**config.mk**
```make
export PLATFORM = sky130hd
export DESIGN_NAME = psum_drain
export DESIGN_NICKNAME = d
export VERILOG_FILES = /design/src/rtl/psum_drain.sv
export SDC_FILE = /design/constraint.sdc
export NUM_CORES = 1
export LEC_CHECK = 0
export ABC_AREA = 1
export BUFFER_PORTS_ARGS = -buffer_cell sky130_fd_sc_hd__buf_2
export CAP_MARGIN = 10
export CORE_ASPECT_RATIO = 1.4
export CORE_UTILIZATION = 40
export CTS_CLUSTER_DIAMETER = 50
export DETAILED_ROUTE_END_ITERATION = 16
export PLACE_DENSITY = 0.76
export SLEW_MARGIN = 10
export SYNTH_ARGS = -nofsm -noshare
export SYNTH_HDL_FRONTEND = slang
export SYNTH_SLANG_ARGS = --single-unit
```
**constraint.sdc**
```tcl
create_clock -name i_clk -period 1.5 [get_ports i_clk]
set_clock_uncertainty 0.2 [all_clocks]
set_input_delay 0.3 -clock i_clk [delete_from_list [all_inputs] [get_ports i_clk]]
set_output_delay 0.3 -clock i_clk [all_outputs]
set_load 0.03 [all_outputs]
```
**src/rtl/psum_drain.sv**
```systemverilog
// -----------------------------------------------------------------------------
// psum_drain
//
// Output-side drain controller for one row of systolic-array PEs. A start
// pulse asks the PEs to expose their accumulated partial sums, the whole row
// is snapshotted into a local buffer, the words are streamed one per transfer
// over a valid/ready interface, and finally the PE registers are cleared so
// the row can begin its next tile.
//
// Ports
//   i_clk          clock, rising edge
//   i_nrst         asynchronous active-low reset
//   i_start        one-cycle drain request (ignored while busy)
//   i_psum         concatenated PE outputs, PE k at [k*2*DATA_WIDTH +: 2*DATA_WIDTH]
//   o_psum_out_en  to PEs: latch accumulator into PE output register
//   o_reg_clear    to PEs: clear PE registers
//   o_data         psum word offered downstream
//   o_index        PE index of o_data
//   o_valid        o_data / o_index / o_last are valid
//   o_last         current word is the final one of the row
//   i_ready        downstream accepts the word this cycle
//   o_busy         controller is not idle
//   o_done         one-cycle pulse when the drain completes
// -----------------------------------------------------------------------------
module psum_drain #(
   parameter int  DATA_WIDTH = 8,
   parameter int  NUM_PE     = 4,
   localparam int IDX_W      = $clog2(NUM_PE),
   localparam int PSUM_W     = 2 * DATA_WIDTH
) (
   input  logic                     i_clk,
   input  logic                     i_nrst,
   input  logic                     i_start,
   input  logic [NUM_PE*PSUM_W-1:0] i_psum,
   output logic                     o_psum_out_en,
   output logic                     o_reg_clear,
   output logic [PSUM_W-1:0]        o_data,
   output logic [IDX_W-1:0]         o_index,
   output logic                     o_valid,
   output logic                     o_last,
   input  logic                     i_ready,
   output logic                     o_busy,
   output logic                     o_done
);

   typedef enum logic [2:0] {
      S_IDLE,
      S_LATCH,
      S_CAPTURE,
      S_STREAM,
      S_CLEAR
   } state_t;

   state_t                          state_q, state_d;
   logic [IDX_W-1:0]                cnt_q, cnt_d;
   logic [NUM_PE-1:0][PSUM_W-1:0]   snap_q, snap_d;
   logic                            capture_en;
   logic                            last_word;

   assign last_word = (cnt_q == IDX_W'(NUM_PE - 1));

   // Next-state and state-decoded outputs. Every output depends only on
   // state_q / cnt_q / snap_q, so i_start and i_ready never reach an output
   // combinationally.
   always_comb begin
      state_d       = state_q;
      cnt_d         = cnt_q;
      capture_en    = 1'b0;
      o_psum_out_en = 1'b0;
      o_reg_clear   = 1'b0;
      o_done        = 1'b0;
      o_valid       = 1'b0;
      o_last        = 1'b0;
      o_index       = '0;
      o_data        = '0;
      o_busy        = (state_q != S_IDLE);

      case (state_q)
         S_IDLE: begin
            if (i_start) begin
               state_d = S_LATCH;
            end
         end
         S_LATCH: begin
            o_psum_out_en = 1'b1;
            state_d       = S_CAPTURE;
         end
         S_CAPTURE: begin
            // PE output registers are now stable; take the snapshot so the
            // stream no longer depends on what the PEs do next.
            capture_en = 1'b1;
            cnt_d      = '0;
            state_d    = S_STREAM;
         end
         S_STREAM: begin
            o_valid = 1'b1;
            o_data  = snap_q[cnt_q];
            o_index = cnt_q;
            o_last  = last_word;
            if (i_ready) begin
               if (last_word) begin
                  state_d = S_CLEAR;
               end else begin
                  cnt_d = cnt_q + IDX_W'(1);
               end
            end
         end
         S_CLEAR: begin
            o_reg_clear = 1'b1;
            o_done      = 1'b1;
            state_d     = S_IDLE;
         end
         default: begin
            state_d = S_IDLE;
         end
      endcase
   end

   assign snap_d = capture_en ? i_psum : snap_q;

   always_ff @(posedge i_clk or negedge i_nrst) begin
      if (!i_nrst) begin
         state_q <= S_IDLE;
         cnt_q   <= '0;
         snap_q  <= '0;
      end else begin
         state_q <= state_d;
         cnt_q   <= cnt_d;
         snap_q  <= snap_d;
      end
   end

endmodule

```
==> results.txt, run 1 <==
The run finished, with violations left. The final reports fail on negative setup slack. The tools report the total power consumption of the routed design as 0.0164 W.

The start point of the critical path is cnt_q[0]$_DFFE_PN0P_. Traced cell by cell, the critical path runs through inv_4 > clkbuf_16 > nand2_1 > nand3_1 > a21oi_2 > buf_6. After clock tree synthesis, the clock-pin slew on the worst setup and hold paths is 0.06 ns.

The smallest clock period supported by the final layout is computed as 2.07 ns. The congestion estimate from routability-driven global placement came to 0.841. Setup violations remaining at the end of the flow were counted as 93. Across all register-to-register paths, the minimum setup slack is -0.32 ns. The worst setup path is captured at a primary output.

The critical path is of the reg2out type. For this run, the number of Yosys warnings is 0. The final layout contains routed wiring with a total length of 16.0 mm. The maximum cell stage delay along the critical path works out to 0.45 ns.

Summing all non-filler instances in the final layout gives an area of 6430 µm². The logs give 437 for the gate count of the mapped netlist and 49.2% for the met2 global-route usage. Once the floorplan was initialized, standard cells occupied 41.1% of the core. After synthesis the cells add up to 3540 µm². The slowest stage of the critical path belongs to the cell sky130_fd_sc_hd__dfrtp_2. Across all hold checks on the routed design, the worst slack comes to 0.0103 ns. TritonCTS built the clock tree. The maximum clock insertion buffer count is 2, and the maximum resistive drop on vdd is 1880 µV.

The run gives 0 as the final hold violation count. STA classifies the critical path startpoint as a register. Multi-input logic area: 2390 µm². Entering global routing, the biggest net connects 38 pins. Using the TritonRoute via totals, the vias-per-cell ratio works out to 5.79. In this run, the number of DRC markers left after iteration 0 of detailed routing was 378.

Counting flops and latches in the post-synthesis netlist gives 69. Clock tree synthesis found a total of 69 sinks. Max-slew violation count: 0.

Number of global-route vias before repair: 3853. Leading cell type in the layout, fill and taps excluded: sky130_fd_sc_hd__nor2_4. The tools report the launching point of the worst reg2reg path as cnt_q[1]$_DFFE_PN0P_. For the worst setup path, the data required time is 1.00 ns. The end of the worst hold path is snap_q[46]$_DFFE_PN0N_. During placement, the flow inserted port buffers numbering 91. The worst reg-to-reg path cell count is 10. Along the worst hold path, the cell count comes to 3. Based on the critical path, the design can be clocked at up to 483 MHz. Global routing consumed, on the met1 layer, 35.2% of the routing resources. After detailed placement, the total cell area comes to 4320 µm². Clock buffer count from CTS: 9. The largest driver fanout on the critical path was 10; the slew of the pin with the lowest slew margin was 0.400 ns. The detailed placement HPWL is 6.91 mm, and the net count of the mapped netlist is 506. The die covers 9240 µm².

The detail route stage leaves a number of antenna-violating nets equal to 0. For this run, global-route usage on met3 was measured as 5.48%. In this run the power density over the cells is 2550 nW/µm².

The row count was 40. The area growth from synthesis to layout is 81.5%. The endpoint of the worst register-to-register path is cnt_q[0]$_DFFE_PN0P_. In this run the most critical hold path is launched from i_psum[46]. The class of the tightest hold or removal check is in2reg.

The final critical path takes up 138% of the cycle. In the layout the commonest cells are 70 x sky130_fd_sc_hd__nor2_4, 69 x sky130_fd_sc_hd__a21oi_2, 67 x sky130_fd_sc_hd__buf_2, 67 x sky130_fd_sc_hd__dfrtp_1, 65 x sky130_fd_sc_hd__inv_1. The repair_antennas step left the layout with diodes totalling 0. The netlist uses 21 different library cells. The die is 81.5 µm wide. For the area of the core, the log shows 8610 µm². The tools report the remaining global-route overflow as 0. The remaining routing DRC violations came out at 0. The vertical die dimension is 113 µm. The number of antenna violations at the first check in global routing was 0. For the setup slack after layout, the log shows -0.570 ns.

The detailed-route via count is 3974, and the leakage dissipation is 2.98 nW. The final cell utilization of the core is 74.7%. Setup repair after global routing could not meet its margin everywhere. The logs give 1730 µm² for the register area and 48.8% for the sequential fraction of the synthesis area.

The first global-routing pass estimated 19.9 mm of wire. The total number of H-tree levels was 3; the per-instance average area after synthesis was 8.10 µm². Fraction of final layout cells sized beyond drive strength 1: 64.2%. Clock latency on the worst-skew pair, taken at its later pin, is 0.34 ns. In this run the clock root is driven by a sky130_fd_sc_hd__clkbuf_16.

After filler insertion, the fill cell instance count of the layout stands at 495. The layer flagged by global routing as most heavily used is met2. The number of search-and-repair iterations in the first detailed-routing pass came out at 5.

Average wire per cell in the routed design: 23.3 µm. The number of max-cap violations is 0. Global routing consumed, over all layers together, 29.9% of the routing resources. The count of boundary I/O pins was 92; the post-route non-filler standard cell count was 686. For the worst setup path, the data arrival time is 1.57 ns.

In the final design database the tool counted 645 nets. Measured against its own limit, the worst slew margin works out to 73.3%. Including well taps, the total number of placed cells is 628.
## Yosys cell counts (all sizes together)
| cell | instances | share of area, % |
|---|---|---|
| o21ai | 3 | 0.42 |
| nand3b | 2 | 0.42 |
| nand3 | 33 | 4.7 |
| clkbuf | 5 | 0.53 |
| ha | 1 | 0.35 |
| nand2 | 76 | 8.3 |
| buf | 21 | 5.5 |
| o211ai | 1 | 0.21 |
| clkinv | 2 | 0.21 |
| dfrtp | 69 | 49 |
| a21oi | 80 | 15 |
| nor2 | 70 | 7.7 |
| nor3 | 2 | 0.28 |
| inv | 72 | 7.6 |
## critical path: cells and delay by family, from the launching register on
| family | cells | cell delay, ns |
|---|---|---|
| compound gates | 1 | 0.17 |
| simple gates | 2 | 0.19 |
| flops | 1 | 0.45 |
| buf+inv | 3 | 0.42 |
## metal layers
| metal | wire length [µm] | up-vias |
|---|---|---|
| li1 | - | 1645 |
| met1 | 5250 | 1931 |
| met2 | 8190 | 296 |
| met3 | 1260 | 102 |
| met4 | 1270 | 0 |
| met5 | 0 | - |
## how the worst max path moves through the flow
stage,end,slack [ns],cells after the start
6_report,o_data[6],-0.57,6
5_1_grt,o_data[6],-0.65,6
4_1_cts,o_data[1],-0.51,6
3_5_place_dp,o_data[1],-0.23,6
3_3_place_gp,o_data[13],-0.19,6
2_1_floorplan,o_data[0],-0.31,5
## timing repair
item	4_1_cts	5_1_grt
setup buffers	13	13
setup endpoints to repair	58	93
resized for setup	200	132
hold buffers	2	0
pin swaps	28	21
gates cloned	11	11
endpoints found under the hold margin	14	0
## cells by family (layout without fill, tap and decap cells)
| kind of cell | after synthesis | count (layout) | share of synthesized area (%) |
|---|---|---|---|
| AOI/OAI and AO/OA | 84 | 84 | 15.7 |
| adders and majority gates | 1 | 1 | 0.353 |
| buffers and inverters | 100 | 241 | 13.9 |
| DFF | 69 | 69 | 48.8 |
| and+or+nand+nor | 183 | 186 | 21.3 |
## power by group
group,total (W),switching [W],internal [W]
combinational,0.0111,0.00652,0.00460
clock,0.00212,0.000813,0.00130
sequential,0.00316,0.000378,0.00278
## cell type report
cell class	instances	share of cell area [%]
multi-input cells	271	37.3
flip-flops and latches	69	26.9
repair buffers	150	24.3
inverters	74	4.79
clock buffers	16	4.54
well taps	105	2.04
repair inverters	1	0.175
## sequential cells by signal, summed over array words and instances, names as in the netlist
name and count:
cnt_q 2, state_q 3, snap_q 64
## per-stage QoR
stage	TNS (ns)	worst slack [ns]
after floorplan	-5.68	-0.312
after global placement	-3.19	-0.192
after detailed placement	-4.69	-0.228
after CTS	-29.32	-0.507
after global routing	-30.99	-0.653
final	-28.27	-0.570
No activity file was read; power rests on OpenSTA's default activity.
==> run 2: changes to the inputs <==
- CELL_PAD_IN_SITES_DETAIL_PLACEMENT: not set -> 0
- CELL_PAD_IN_SITES_GLOBAL_PLACEMENT: not set -> 1
- CORE_UTILIZATION: 40 -> 35
- PLACE_DENSITY: 0.76 -> not set
- PLACE_DENSITY_LB_ADDON: not set -> 0.1
- SLEW_MARGIN: 10 -> not set
==> run 2 against run 1 <==
Cell area shrank 0.78%. Hold slack lost 0.0051 ns. Critical path depth is the same. Clock-buffer cell count shrank 5. Maximum frequency grew 2.6%. Global-route usage shrank 4.6 points. Via count shrank 12%. Routed wire length shrank 22%. Utilization shrank 9.9 points. The run still ends with negative setup slack left. Largest power group unchanged. Worst setup slack gained 0.052 ns. Cell count grew 4.7%. Non-clock buffer count grew 3.
==> results.txt, run 2 (same netlist as run 1, synthesis figures left out) <==
TritonCTS built the clock tree. The row count came out at 43 (+7.5%). The run gives 0 (unchanged) as the final hold violation count. Worst endpoint data arrival time: 1.52 ns (-0.05 ns). The placed standard-cell area was 4360 µm² (+0.87%); the remaining routing DRC violations was 0 (unchanged). The wire length of the first global-routing pass was 19.5 mm (-2.3%); the maximum resistive drop on vdd was 1440 µV (-23%).

In the layout the commonest cells are 67 x sky130_fd_sc_hd__inv_1, 67 x sky130_fd_sc_hd__buf_2, 66 x sky130_fd_sc_hd__dfrtp_1, 64 x sky130_fd_sc_hd__a21oi_2, 61 x sky130_fd_sc_hd__nor2_4. The detailed-route via count is 3480 (-12%). The total number of clock tree sinks came out at 69 (unchanged). The tools report the endpoint class of the critical path as a primary output.

The largest delay contributor family on the critical path was flip-flops. Flip-flop count of the largest register after layout: 64 (unchanged). For the multi-input logic area, the log shows 2300 µm² (-4.0%). The tools report the total power consumption of the routed design as 0.0158 W (-3.4%). The remaining antenna violation count was 0 (unchanged); the filler cell count in the final layout was 845 (+71%). The flow ran to the end, but the final reports show violations.

The tools report the end of the worst hold path as snap_q[41]$_DFFE_PN0N_. For the number of setup violations in the final report, the log shows 91 (-2.2%). The tools report the area of the core as 9850 µm² (+14%). The logs give 647 (+0.31%) for the final-stage net count and 12.5 mm (-22%) for the final wirelength. The relative slew slack was 74.2% (+0.94 points); the total die area was 10500 µm² (+14%).

The number of max-cap violations was 0 (unchanged); the count of cells along the worst hold path was 3 (unchanged). Average wire per cell in the routed design: 17.3 µm (-25%). The slew of the pin with the lowest slew margin is 0.386 ns (-0.0141 ns).

The DRC violation total after the first TritonRoute iteration came out at 161 (-57%). Traced cell by cell, the critical path runs through clkinv_4 > buf_12 > nand2_1 > nand3_2 > a21oi_2 > buf_6. The remaining global-route overflow was 0 (unchanged). The via-per-instance ratio was 4.85 (-16%); the worst-case hold slack was 0.00526 ns (-0.00508 ns).

The clock input transition at the sequential cells of the worst setup and hold paths is 0.06 ns (about the same), and the reg-to-reg setup timing slack is -0.23 ns (+0.09 ns). The worst-path cell with the longest stage delay was sky130_fd_sc_hd__dfrtp_2. The number of global-route vias before repair was 3655 (-5.1%); the starting utilization of the core area was 36.0% (-5.2 points). The floorplan die width works out to 87.0 µm (+6.7%). The total inserted antenna cells was 0 (unchanged); the minimum clock period after layout was 2.02 ns (-0.0523 ns). The tools report the total number of H-tree levels as 3 (unchanged).

The run gives 496 MHz (+2.6%) as the highest clock rate. The number of antenna violations at the first check in global routing was 0 (unchanged). For the number of search-and-repair iterations in the first detailed-routing pass, the log shows 4 (-1). The vertical die dimension was 121 µm (+6.8%).

For the weighted congestion at the end of routability-driven global placement, the log shows 0.800 (-4.9%). The data required time at the worst endpoint came out at 1.00 ns (about the same). The setup slack after layout was -0.518 ns (+0.0523 ns).

The launching point of the worst reg2reg path is state_q[2]$_DFFE_PN0P_. The checks that failed: negative setup slack. The global routing usage summed across all routing layers is 25.2% (-4.6 points). Register bank with the most flops: snap_q.

The final instance area was 6380 µm² (-0.78%). The endpoint identified for the worst register-to-register timing path is snap_q[14]$_DFFE_PN0N_. The part of the cycle the worst path needs is 135% (-3.5 points). The run gives 2.93 nW (-1.9%) as the leakage dissipation. In this run the most critical hold path is launched from i_psum[41]. The tools report the maximum number of pins on one net before global-route repair as 70 (+84%). Maximum cell stage delay along the critical path: 0.42 ns (-0.03 ns). In this run the worst hold path is classified as in2reg. The final cell utilization of the core is 64.8% (-9.9 points), and the clock insertion delay at the later pin of the skew report is 0.34 ns (about the same). The clock buffer count from CTS was 9 (unchanged).

The largest driver fanout on the critical path was 15 (+5). The worst setup path is launched from a register. The count of boundary I/O pins came out at 92 (unchanged). The tools report the root cell of the clock tree as sky130_fd_sc_hd__clkbuf_16.

The worst reg-to-reg path cell count came out at 8 (-2). The count of buffers inserted at the top-level ports was 91 (unchanged). The power per unit of standard cell area is 2480 nW/µm² (-2.6%). The max-slew violation count is 0 (unchanged), and the fraction of final layout cells sized beyond drive strength 1 is 63.6% (-0.56 points). The setup path with the least slack is of type reg2out. The detailed placement HPWL was 7.32 mm (+5.8%). Setup repair after global routing could not meet its margin everywhere.

The largest registers in the layout are snap_q (64), state_q (3), cnt_q (2). The number of buffer and inverter instances along the worst setup path is 3 (unchanged), and the area overhead of the layout relative to synthesis is 80.1%. The tools report the register area as 1730 µm² (about the same). The tools report the maximum clock insertion buffer count as 2 (unchanged).
run 2: cell count changes in the layout (fill, tap and decap cells not counted), sizes merged:
cell,delta
buf,+8
bufinv,+1
clkbuf,-11
clkinv,+4
clkinvlp,+1
dlygate4sd3,+1
inv,-1
nand2,-1
run 2: area by class of cell:
cell class                 instances  area share, %
clock inverter                     5          0.942
tap                              135           2.65
inverter                          74           4.89
timing repair buffer             153           24.3
timing repair inverter             1          0.255
multi-input combinational        270           36.0
sequential                        69           27.1
clock buffer                      11           3.81
run 2: repair_timing:
item	CTS	global route
pin swaps	36	18
endpoints found under the hold margin	71	0
endpoints found under the setup margin	90	92
hold buffers	3	0
gates cloned	18	1
gates resized for setup	265	71
buffers inserted	17	12
run 2: tightest hold or removal path: stages:
cell                      delay, ns
sky130_fd_sc_hd__buf_2         0.08
sky130_fd_sc_hd__nor2_2        0.04
sky130_fd_sc_hd__a21oi_2       0.09
run 2: power breakdown:
part / leakage (nW) / switching (W) / internal (W) / total [W]
logic: 2.02 / 0.00594 / 0.00469 / 0.0106
registers: 0.763 / 0.000272 / 0.00278 / 0.00305
clock network: 0.146 / 0.000829 / 0.00133 / 0.00216
run 2: worst max path at each step:
stage | start | to | cells after the start
detailed placement | cnt_q[0]$_DFFE_PN0P_ | o_data[10] | 6
finish | cnt_q[0]$_DFFE_PN0P_ | o_data[8] | 6
floorplan | state_q[0]$_DFFE_PN0P_ | o_data[0] | 5
CTS | cnt_q[0]$_DFFE_PN0P_ | o_data[10] | 6
global placement | cnt_q[0]$_DFFE_PN0P_ | o_data[9] | 5
global route | cnt_q[0]$_DFFE_PN0P_ | o_data[0] | 6
run 2: per-stage QoR:
stage          TNS [ns]  std cells  setup WS [ns]
5_1_grt          -22.99        718         -0.573
6_report         -18.56        718         -0.518
3_3_place_gp      -5.54        663         -0.180
3_5_place_dp      -5.90        663         -0.215
2_1_floorplan     -5.68        437         -0.312
4_1_cts          -22.49        716         -0.499
run 2: layer usage:
metal | wire length [µm] | track usage, % | vias up
li1 | - | - | 1645
met1 | 4920 | 30.7 | 1699
met2 | 6480 | 43.6 | 107
met3 | 585 | 3.95 | 29
met4 | 468 | 10.8 | 0
met5 | 0 | 0 | -
